--- config.mk ---
export PLATFORM = sky130hd
export DESIGN_NAME = student_iis_fir_scheduler
export DESIGN_NICKNAME = d
export VERILOG_FILES = /design/src/rtl/student_iis_fir_scheduler.sv
export SDC_FILE = /design/constraint.sdc
export NUM_CORES = 1
export LEC_CHECK = 0
export CORE_ASPECT_RATIO = 1.1
export CORE_UTILIZATION = 40
export DETAILED_ROUTE_END_ITERATION = 8
export HOLD_SLACK_MARGIN = 0.06
export PLACE_DENSITY = 0.76
export SYNTH_ARGS = -nofsm -noshare
export SYNTH_HDL_FRONTEND = slang
export SYNTH_SLANG_ARGS = --single-unit
--- constraint.sdc ---
create_clock -name clk_i -period 2.9 [get_ports clk_i]
set_input_delay 0.725 -clock clk_i [delete_from_list [all_inputs] [get_ports clk_i]]
set_output_delay 0.725 -clock clk_i [all_outputs]
set_load 0.02 [all_outputs]
--- src/rtl/student_iis_fir_scheduler.sv ---
// Moves codec samples one at a time from the IIS receiver through the FIR core to the IIS transmitter.
// A small FIFO absorbs FIR jitter; a watchdog bounds each FIR wait; bypass forwards samples sign-extended.
module student_iis_fir_scheduler #(
  parameter int DATA_SIZE         = 16,
  parameter int DATA_SIZE_FIR_OUT = 32,
  parameter int FIFO_DEPTH        = 4,
  parameter int TIMEOUT_CYCLES    = 1000
) (
  input  logic                         clk_i,
  input  logic                         rst_ni,
  input  logic                         enable_i,
  input  logic                         bypass_i,
  input  logic                         clear_i,
  input  logic [DATA_SIZE-1:0]         rx_data_i,
  input  logic                         rx_valid_i,
  output logic [DATA_SIZE-1:0]         fir_data_o,
  output logic                         fir_valid_o,
  input  logic                         fir_ready_i,
  input  logic [DATA_SIZE_FIR_OUT-1:0] fir_result_i,
  input  logic                         fir_done_i,
  output logic [DATA_SIZE_FIR_OUT-1:0] tx_data_o,
  output logic                         tx_valid_o,
  output logic                         busy_o,
  output logic [$clog2(FIFO_DEPTH):0]  fifo_level_o,
  output logic [15:0]                  overrun_cnt_o,
  output logic [15:0]                  timeout_cnt_o
);
  localparam int AW = $clog2(FIFO_DEPTH);
  localparam int LW = AW + 1;

  typedef enum logic [1:0] {IDLE, ISSUE, WAIT, EMIT} state_t;

  state_t                         state_reg, state_next;
  logic [DATA_SIZE-1:0]           mem_reg [FIFO_DEPTH];
  logic [AW-1:0]                  wr_ptr_reg, rd_ptr_reg;
  logic [LW-1:0]                  level_reg;
  logic [9:0]                     watchdog_reg;
  logic [DATA_SIZE_FIR_OUT-1:0]   tx_data_reg, tx_load_val;
  logic [15:0]                    overrun_reg, timeout_reg;

  logic                 push_req, push_ok, overrun_hit, pop, full, empty;
  logic                 tx_load, wd_clear, timeout_hit;
  logic [DATA_SIZE-1:0] head;

  assign head        = mem_reg[rd_ptr_reg];
  assign full        = (level_reg == LW'(FIFO_DEPTH));
  assign empty       = (level_reg == '0);
  assign push_req    = rx_valid_i & enable_i;
  // A full FIFO still takes a push when the head leaves in the same cycle.
  assign push_ok     = push_req & (~full | pop);
  assign overrun_hit = push_req & full & ~pop;

  always_comb begin
    state_next  = state_reg;
    pop         = 1'b0;
    tx_load     = 1'b0;
    tx_load_val = '0;
    wd_clear    = 1'b0;
    timeout_hit = 1'b0;
    case (state_reg)
      IDLE: begin
        if (!empty && enable_i) begin
          if (bypass_i) begin
            pop         = 1'b1;
            tx_load     = 1'b1;
            tx_load_val = DATA_SIZE_FIR_OUT'($signed(head));
            state_next  = EMIT;
          end else begin
            state_next  = ISSUE;
          end
        end
      end
      ISSUE: begin
        if (fir_ready_i) begin
          pop        = 1'b1;
          wd_clear   = 1'b1;
          state_next = WAIT;
        end
      end
      WAIT: begin
        // A done on the expiry cycle still delivers the real result.
        if (fir_done_i) begin
          tx_load     = 1'b1;
          tx_load_val = fir_result_i;
          state_next  = EMIT;
        end else if (watchdog_reg == 10'(TIMEOUT_CYCLES - 1)) begin
          tx_load     = 1'b1;
          timeout_hit = 1'b1;
          state_next  = EMIT;
        end
      end
      EMIT:    state_next = IDLE;
      default: state_next = IDLE;
    endcase
  end

  always_ff @(posedge clk_i or negedge rst_ni) begin
    if (!rst_ni) begin
      state_reg    <= IDLE;
      wr_ptr_reg   <= '0;
      rd_ptr_reg   <= '0;
      level_reg    <= '0;
      watchdog_reg <= '0;
      tx_data_reg  <= '0;
      overrun_reg  <= '0;
      timeout_reg  <= '0;
    end else if (clear_i) begin
      state_reg    <= IDLE;
      wr_ptr_reg   <= '0;
      rd_ptr_reg   <= '0;
      level_reg    <= '0;
      watchdog_reg <= '0;
      overrun_reg  <= '0;
      timeout_reg  <= '0;
    end else begin
      state_reg  <= state_next;
      level_reg  <= level_reg + LW'(push_ok) - LW'(pop);
      if (push_ok) wr_ptr_reg <= wr_ptr_reg + 1'b1;
      if (pop)     rd_ptr_reg <= rd_ptr_reg + 1'b1;
      if (wd_clear)
        watchdog_reg <= '0;
      else if (state_reg == WAIT)
        watchdog_reg <= watchdog_reg + 1'b1;
      if (tx_load) tx_data_reg <= tx_load_val;
      if (overrun_hit && overrun_reg != 16'hFFFF) overrun_reg <= overrun_reg + 1'b1;
      if (timeout_hit && timeout_reg != 16'hFFFF) timeout_reg <= timeout_reg + 1'b1;
    end
  end

  // Sample storage carries no reset; occupancy is tracked by level_reg.
  always_ff @(posedge clk_i) begin
    if (push_ok && !clear_i) mem_reg[wr_ptr_reg] <= rx_data_i;
  end

  assign fir_valid_o   = (state_reg == ISSUE);
  assign fir_data_o    = (state_reg == ISSUE) ? head : '0;
  assign tx_valid_o    = (state_reg == EMIT);
  assign tx_data_o     = tx_data_reg;
  assign busy_o        = (state_reg != IDLE);
  assign fifo_level_o  = level_reg;
  assign overrun_cnt_o = overrun_reg;
  assign timeout_cnt_o = timeout_reg;

endmodule

### Word level (Yosys, flattened, before mapping)

Memories as Yosys holds them, arrays and structs flattened.
Cells that the tools add are included.

| cells by class | value |
|---|---|
| $add $sub $neg | 7 |
| eq/ne operators | 10 |
| muxes and demuxes | 36 |
| bitwise operators | 8 |
| reduce and logical (&&, ||, !) cells | 16 |

Operators with widths:

| kind | count |
|---|---|
| 32-bit 2-to-1 mux | 3 |
| 16-bit 2-to-1 mux | 5 |
| 32-bit one-hot mux with 2 select lines | 1 |
| 16-bit by 1-bit adder with 16-bit output (second input constant) | 2 |
| 16-bit inequality test (second input constant) | 2 |
| 10-bit 2-to-1 mux | 3 |
| 2-bit 2-to-1 mux | 10 |
| 10-bit by 1-bit adder with 10-bit output (second input constant) | 1 |
| 10-bit == test (second input constant) | 1 |
| 1-bit 2-to-1 mux | 10 |
| 2-bit nonzero test | 5 |
| 2-bit one-hot mux with 4 select lines | 1 |
| 2-bit by 1-bit adder with 2-bit output (second input constant) | 2 |
| 1-bit bitwise AND | 4 |
| 2-bit == test (second input constant) | 2 |
| 1-bit logical AND | 4 |
| 4-bit inequality test (second input constant) | 1 |
| 1-bit one-hot mux with 2 select lines | 2 |
| 3-bit by 1-bit adder with 3-bit output | 1 |
| 3-bit == test (second input constant) | 1 |
| 3-bit logical NOT | 1 |
| 3-bit 2-to-1 mux | 1 |
| 3-bit by 2-bit inequality test with 1-bit output (second input constant) | 1 |
| 3-bit inequality test (second input constant) | 1 |
| other kinds (9) | 12 |

| word-level totals | value |
|---|---|
| register bits | 83 |
| RAM bits | 64 |
| output and inout bits | 86 |
| word-level logic and storage cells | 86 |
| memories | 1 |

Memory list:

| name | depth | width | rd ports | clocked after Yosys merged registers in | wr ports | RTL line | source |
|---|---|---|---|---|---|---|---|
| mem_reg | 4 | 16 | 1 | 0 | 1 | 34 | `logic [DATA_SIZE-1:0] mem_reg [FIFO_DEPTH];` |

### Longest topological paths before layout

| logic depth | value |
|---|---|
| word-level depth | 10 |
| mapped depth | 13 |
| gate-level depth less buffers | 13 |

### Worst setup path after synthesis

OpenSTA, ideal clock, no wires.

| path | value |
|---|---|
| path kind | register -> register |
| start | register state_reg[1] |
| end | register level_reg[2] (netlist: fifo_level_o[2]) |
| setup time | 0.132 ns |
| data arrival time | 2.451 ns |
| required time | 2.768 ns |
| setup slack | 0.317 ns |
| cell stages (with the launch flop) | 14 |
| period minus slack after synthesis | 2.583 ns |
| path through | dfrtp_1 -> inv_1 -> ha_1 -> nand2_1 -> o21ai_2 -> o21bai_1 -> ha_1 -> inv_1 -> ha_1 -> inv_1 -> fa_1 -> xor2_1 -> xnor2_1 -> nor2_1 |

| on the way | value |
|---|---|
| cells in the longest elaborated chain, start to end | 7 |
| elaborated cells on any way between the ends | 8 |
| those cells by class | 2 x add/sub; 1 x eq/ne; 2 x mux; 2 x bitwise; 1 x reduce/logical |

Ends and longest elaborated chain:

| item | RTL line | source |
|---|---|---|
| start: declaration | 33 | `state_t state_reg, state_next;` |
| start signal: assignment | 116 | `state_reg <= state_next;` |
| 2-bit by 1-bit == test with 1-bit output * | -- |  |
| via fir_valid_o | 17 | `output logic fir_valid_o,` |
| 1-bit one-hot mux with 2 select lines * | 60 | `case (state_reg)` |
| 1-bit OR | 50 | `assign push_ok = push_req & (~full \| pop);` |
| 1-bit bitwise AND | 50 |  |
| 3-bit by 1-bit adder with 3-bit output | 117 | `level_reg <= level_reg + LW'(push_ok) - LW'(pop);` |
| 3-bit by 1-bit subtractor with 3-bit output * | 117 |  |
| 3-bit 2-to-1 mux * | 107 | `end else if (clear_i) begin` |
| end signal: assignment | 117 |  |
| end: declaration | 36 | `logic [LW-1:0] level_reg;` |

Mark *: on every way through the listed nets, which the timed path passes. The rest lies on a longest branch.
A chain may end at the register's enable or synchronous reset.

### Worst setup path in the final report

| path | value |
|---|---|
| start | register rd_ptr_reg[0] |
| end | output fir_data_o[10] |

| on the way | value |
|---|---|
| cells in the longest elaborated chain, start to end | 2 |

Ends and longest elaborated chain:

| item | RTL line | source |
|---|---|---|
| start: declaration | 35 | `logic [AW-1:0] wr_ptr_reg, rd_ptr_reg;` |
| start signal: assignment | 119 | `if (pop) rd_ptr_reg <= rd_ptr_reg + 1'b1;` |
| memory read 4 x 16 bit | -- |  |
| 16-bit 2-to-1 mux | 136 | `assign fir_data_o = (state_reg == ISSUE) ? head : '0;` |
| end: declaration | 16 | `output logic [DATA_SIZE-1:0] fir_data_o,` |

No other way between the ends.

==> flow_summary.yaml <==
route:
  drc: 0
  post_drt_antenna_nets: 0
  routed-via-count: 4753
  first_pass_iters: 4
  routed_wirelength_mm: 15.8
  drc_violation_total_after_the_first_tritonroute_iteration: 349
  route.detailed.wl_per_inst_um: 17.7
  viasPerCell: 5.30
placement:
  portBuffers: 141
  hpwl_mm: 11.0
  gp_routability_congestion: 0.802
critical_path:
  critical_path.cell_chain: "buf_12, mux4_2, and2_1, dlygate4sd2_1"
  cp_data_required_time_ns: 2.17
  data_arrival_at_the_endpoint_of_the_critical_path_ns: 2.09
  crit_slowest_cell: "sky130_fd_sc_hd__mux4_2"
  r2r_start: "state_reg[0]$_DFFE_PN0P_"
  startpoint: "rd_ptr_reg[0]$_DFFE_PN0P_"
  startpoint_type: "flip-flop"
  slowest_delay_ns: 0.57
  r2r.worst_path.cells: 13
  worstSetupEndpointType: "output pin"
  critPathMaxFanout: 18
  setup.worst_path.class: "flip-flop to output pin"
cells_and_area:
  drive_above_1_share: 0.106
  area_growth_from_synthesis_to_layout_pct: 36.5
  multi_input_gate_area_in_the_final_layout_sq_um: 2360
  regArea_sq_um: 4000
  layout_common_cells: "124 x sky130_fd_sc_hd__clkdlybuf4s50_1, 83 x sky130_fd_sc_hd__nor2_1, 83 x sky130_fd_sc_hd__dfrtp_1, 64 x sky130_fd_sc_hd__edfxtp_1, 52 x sky130_fd_sc_hd__a21oi_1"
  fin_util: 0.563
  n_antenna_cell: 0
  final.fill_count: 1295
  layout.nets: 753
  largest_register_ff_count: 64
  layout_commonest_cell: "sky130_fd_sc_hd__clkdlybuf4s50_1"
floorplan:
  die_area_sq_um: 16800
  floorplan.die.width_um: 124
  die_height_um: 136
  floorplan.rows: 48
  core-area_sq_um: 15800
  ioPinCount: 142
  start_util: 0.412
power_and_ir_drop:
  leakagePower_uw: 0.00346
  seq_power_share: 0.377
  power_frac_clock: 0.310
  p_int_uw: 4720
  report.power.total_uw: 7030
  p_per_area_nw_per_um2: 791
  net-switching-power_uw: 2310
  power.switching_fraction: 0.328
  p_comb_frac: 0.313
  maximum_vdd_drop_mv: 0.434
cts:
  clock_sinks: 147
  postCtsHoldBufs: 0
  clkSlewWorstSetupHoldPaths_ns: 0.06
  max-clock-path-buffers: 2
  tritoncts: "yes"
  clock_tree.root_cell: "sky130_fd_sc_hd__clkbuf_16"
  cts_buffers: 17
  worst_skew_pair.late_latency_ns: 0.43
  cts-htree-levels: 4
synthesis:
  synth_largest_area_cell: "sky130_fd_sc_hd__dfrtp_1"
  fraction_of_post_synthesis_cell_area_in_the_top_cell_type_by_area: 0.319
  post_synth_instance_area_sq_um: 6510
  synth-compound-area-share: 0.0790
  mappedNetlistNets: 600
  synth_xor_area_frac: 0.0538
  synth.yosys.seq_area_share: 0.614
  synth_top_family_by_area: "simple AND/OR/NAND/NOR gates"
  synth-warning-count: 0
  synth.top_cells.by_area: "sky130_fd_sc_hd__dfrtp_1 32%, sky130_fd_sc_hd__edfxtp_1 30%, sky130_fd_sc_hd__mux4_2 5.5%, sky130_fd_sc_hd__nor2_1 4.8%, sky130_fd_sc_hd__a21oi_1 4.1%"
  muxShareOfSynthArea: 0.0617
  synth_seq_cells: 147
  syn_avg_cell_area_sq_um: 12.3
  synth_cells: 530
  ys_async_sr_fraction: 0.565
  share_of_synthesized_cell_area_in_and_or_nand_and_nor_gates: 0.138
  synthDistinctLibCells: 42
  main_flop_type_after_synthesis: "sky130_fd_sc_hd__dfrtp_1"
  synth-edff-count: 64
  synthAdderAreaFrac: 0.0281
global_routing:
  grt_pass1_wl_mm: 25.1
  first_global_vias: 4757
  gr-total-overflow: 0
  number_of_antenna_violations_at_the_first_check_in_global_routing: 0
  gr-usage-all-layers: 0.200
  maximum_number_of_pins_on_one_net_before_global_route_repair: 65
timing:
  worst_slew_pin_slew_ns: 0.603
  timing.hold.ws_ns: 0.309
  max-slew-margin-rel: 0.598
  final_period_minus_worst_setup_slack_ns: 2.82
  finalHoldViolations: 0
  finalSetupViolCount: 0
  rsz0062_at_grt: "no"
  achievable-frequency_mhz: 355
  max_slew_violations: 0
  post-route-period-util: 0.971
  clock_skew_ns: 0.0121
worst_hold_path:
  timing.hold.worst.class: "input port to async pin"
flow_run:
  drv.max_cap_violation_count: 0
run_status:
  outcome: "completed"
-- path summary, 6_finish.rpt --
kind                                                  to  slack, ns
max                                       fir_data_o[10]       0.08
min                        timeout_cnt_o[12]$_DFFE_PN0P_       0.31
max reg2reg                    fifo_level_o[2]$_DFF_PN0_       0.31
min reg2reg                    tx_data_o[11]$_DFFE_PN0P_       0.53
max in group asynchronous    watchdog_reg[7]$_DFFE_PN0P_       1.94
min in group clk_i             tx_data_o[11]$_DFFE_PN0P_       0.53
-- cells by family (layout without fill, tap and decap cells) --
kind of cell | count (synthesis) | in the layout
simple gates | 183 | 183
buf+inv | 41 | 207
compound gates | 85 | 85
xor+xnor | 40 | 40
flops | 147 | 147
mux | 20 | 20
fa+ha+maj | 14 | 14
-- stage by stage --
stage | cells | TNS [ns] | setup slack (ns) | cell area [sq um]
after CTS | 896 | 0 | 0.0371 | 8880
after global routing | 896 | 0 | 0.0118 | 8880
after detailed placement | 864 | -0.413 | -0.190 | 8320
final | 896 | 0 | 0.0839 | 8880
after floorplan | 530 | 0 | 0.317 | 6510
after global placement | 864 | -0.0872 | -0.0824 | 8320
-- synth_stat cells (3+ instances only) --
cell type / number
sky130_fd_sc_hd__a21oi_1: 53
sky130_fd_sc_hd__mux2i_1: 3
sky130_fd_sc_hd__nand2_1: 19
sky130_fd_sc_hd__nand4_1: 10
sky130_fd_sc_hd__a22oi_1: 15
sky130_fd_sc_hd__nand3_1: 9
sky130_fd_sc_hd__clkbuf_1: 23
sky130_fd_sc_hd__and2_1: 23
sky130_fd_sc_hd__xor2_1: 19
sky130_fd_sc_hd__nor2_1: 83
sky130_fd_sc_hd__dfrtp_1: 83
sky130_fd_sc_hd__buf_2: 5
sky130_fd_sc_hd__edfxtp_1: 64
sky130_fd_sc_hd__nor3_1: 13
sky130_fd_sc_hd__ha_1: 13
sky130_fd_sc_hd__o21ai_0: 5
sky130_fd_sc_hd__mux4_2: 16
sky130_fd_sc_hd__inv_1: 12
sky130_fd_sc_hd__xnor2_1: 21
sky130_fd_sc_hd__and3_1: 6
sky130_fd_sc_hd__and4_1: 7
sky130_fd_sc_hd__nor2b_1: 3
-- power by group through the flow --
stage	clock, uW	sequential (uW)	combinational [uW]
floorplan	0	2970	893
detailed placement	0	2690	2240
global placement	0	2680	2190
CTS	2220	2650	2220
finish	2180	2650	2200
global route	2310	2680	2370
-- critical path: cells and delay by family, from the launching register on --
| kind | cells | cell delay [ns] |
|---|---|---|
| AND/OR/NAND/NOR | 1 | 0.19 |
| buffers and inverters | 2 | 0.53 |
| flip-flops | 1 | 0.38 |
| multiplexers | 1 | 0.57 |
-- cell type report --
class,instances,area share
Sequential cell,147,0.450
Multi-Input combinational cell,342,0.266
Timing Repair Buffer,163,0.185
Clock buffer,18,0.0483
Tap cell,200,0.0282
Clock inverter,14,0.0179
Inverter,12,0.00507
-- timing repair --
item | in CTS | in global routing
buffers inserted | 0 | 0
resized for setup | 16 | 0
endpoints found under the setup margin | 16 | 0
-- per-layer routing --
| metal | routed length (um) | global-route usage | vias up | share of wire |
|---|---|---|---|---|
| met4 | 446 | 0.0930 | 0 | 0.028 |
| met1 | 6420 | 0.248 | 2383 | 0.41 |
| met5 | 0 | 0 | - | 0 |
| met2 | 8350 | 0.337 | 135 | 0.53 |
| met3 | 632 | 0.0354 | 31 | 0.040 |
| li1 | - | - | 2204 | - |
No activity file was read; power rests on OpenSTA's default activity.
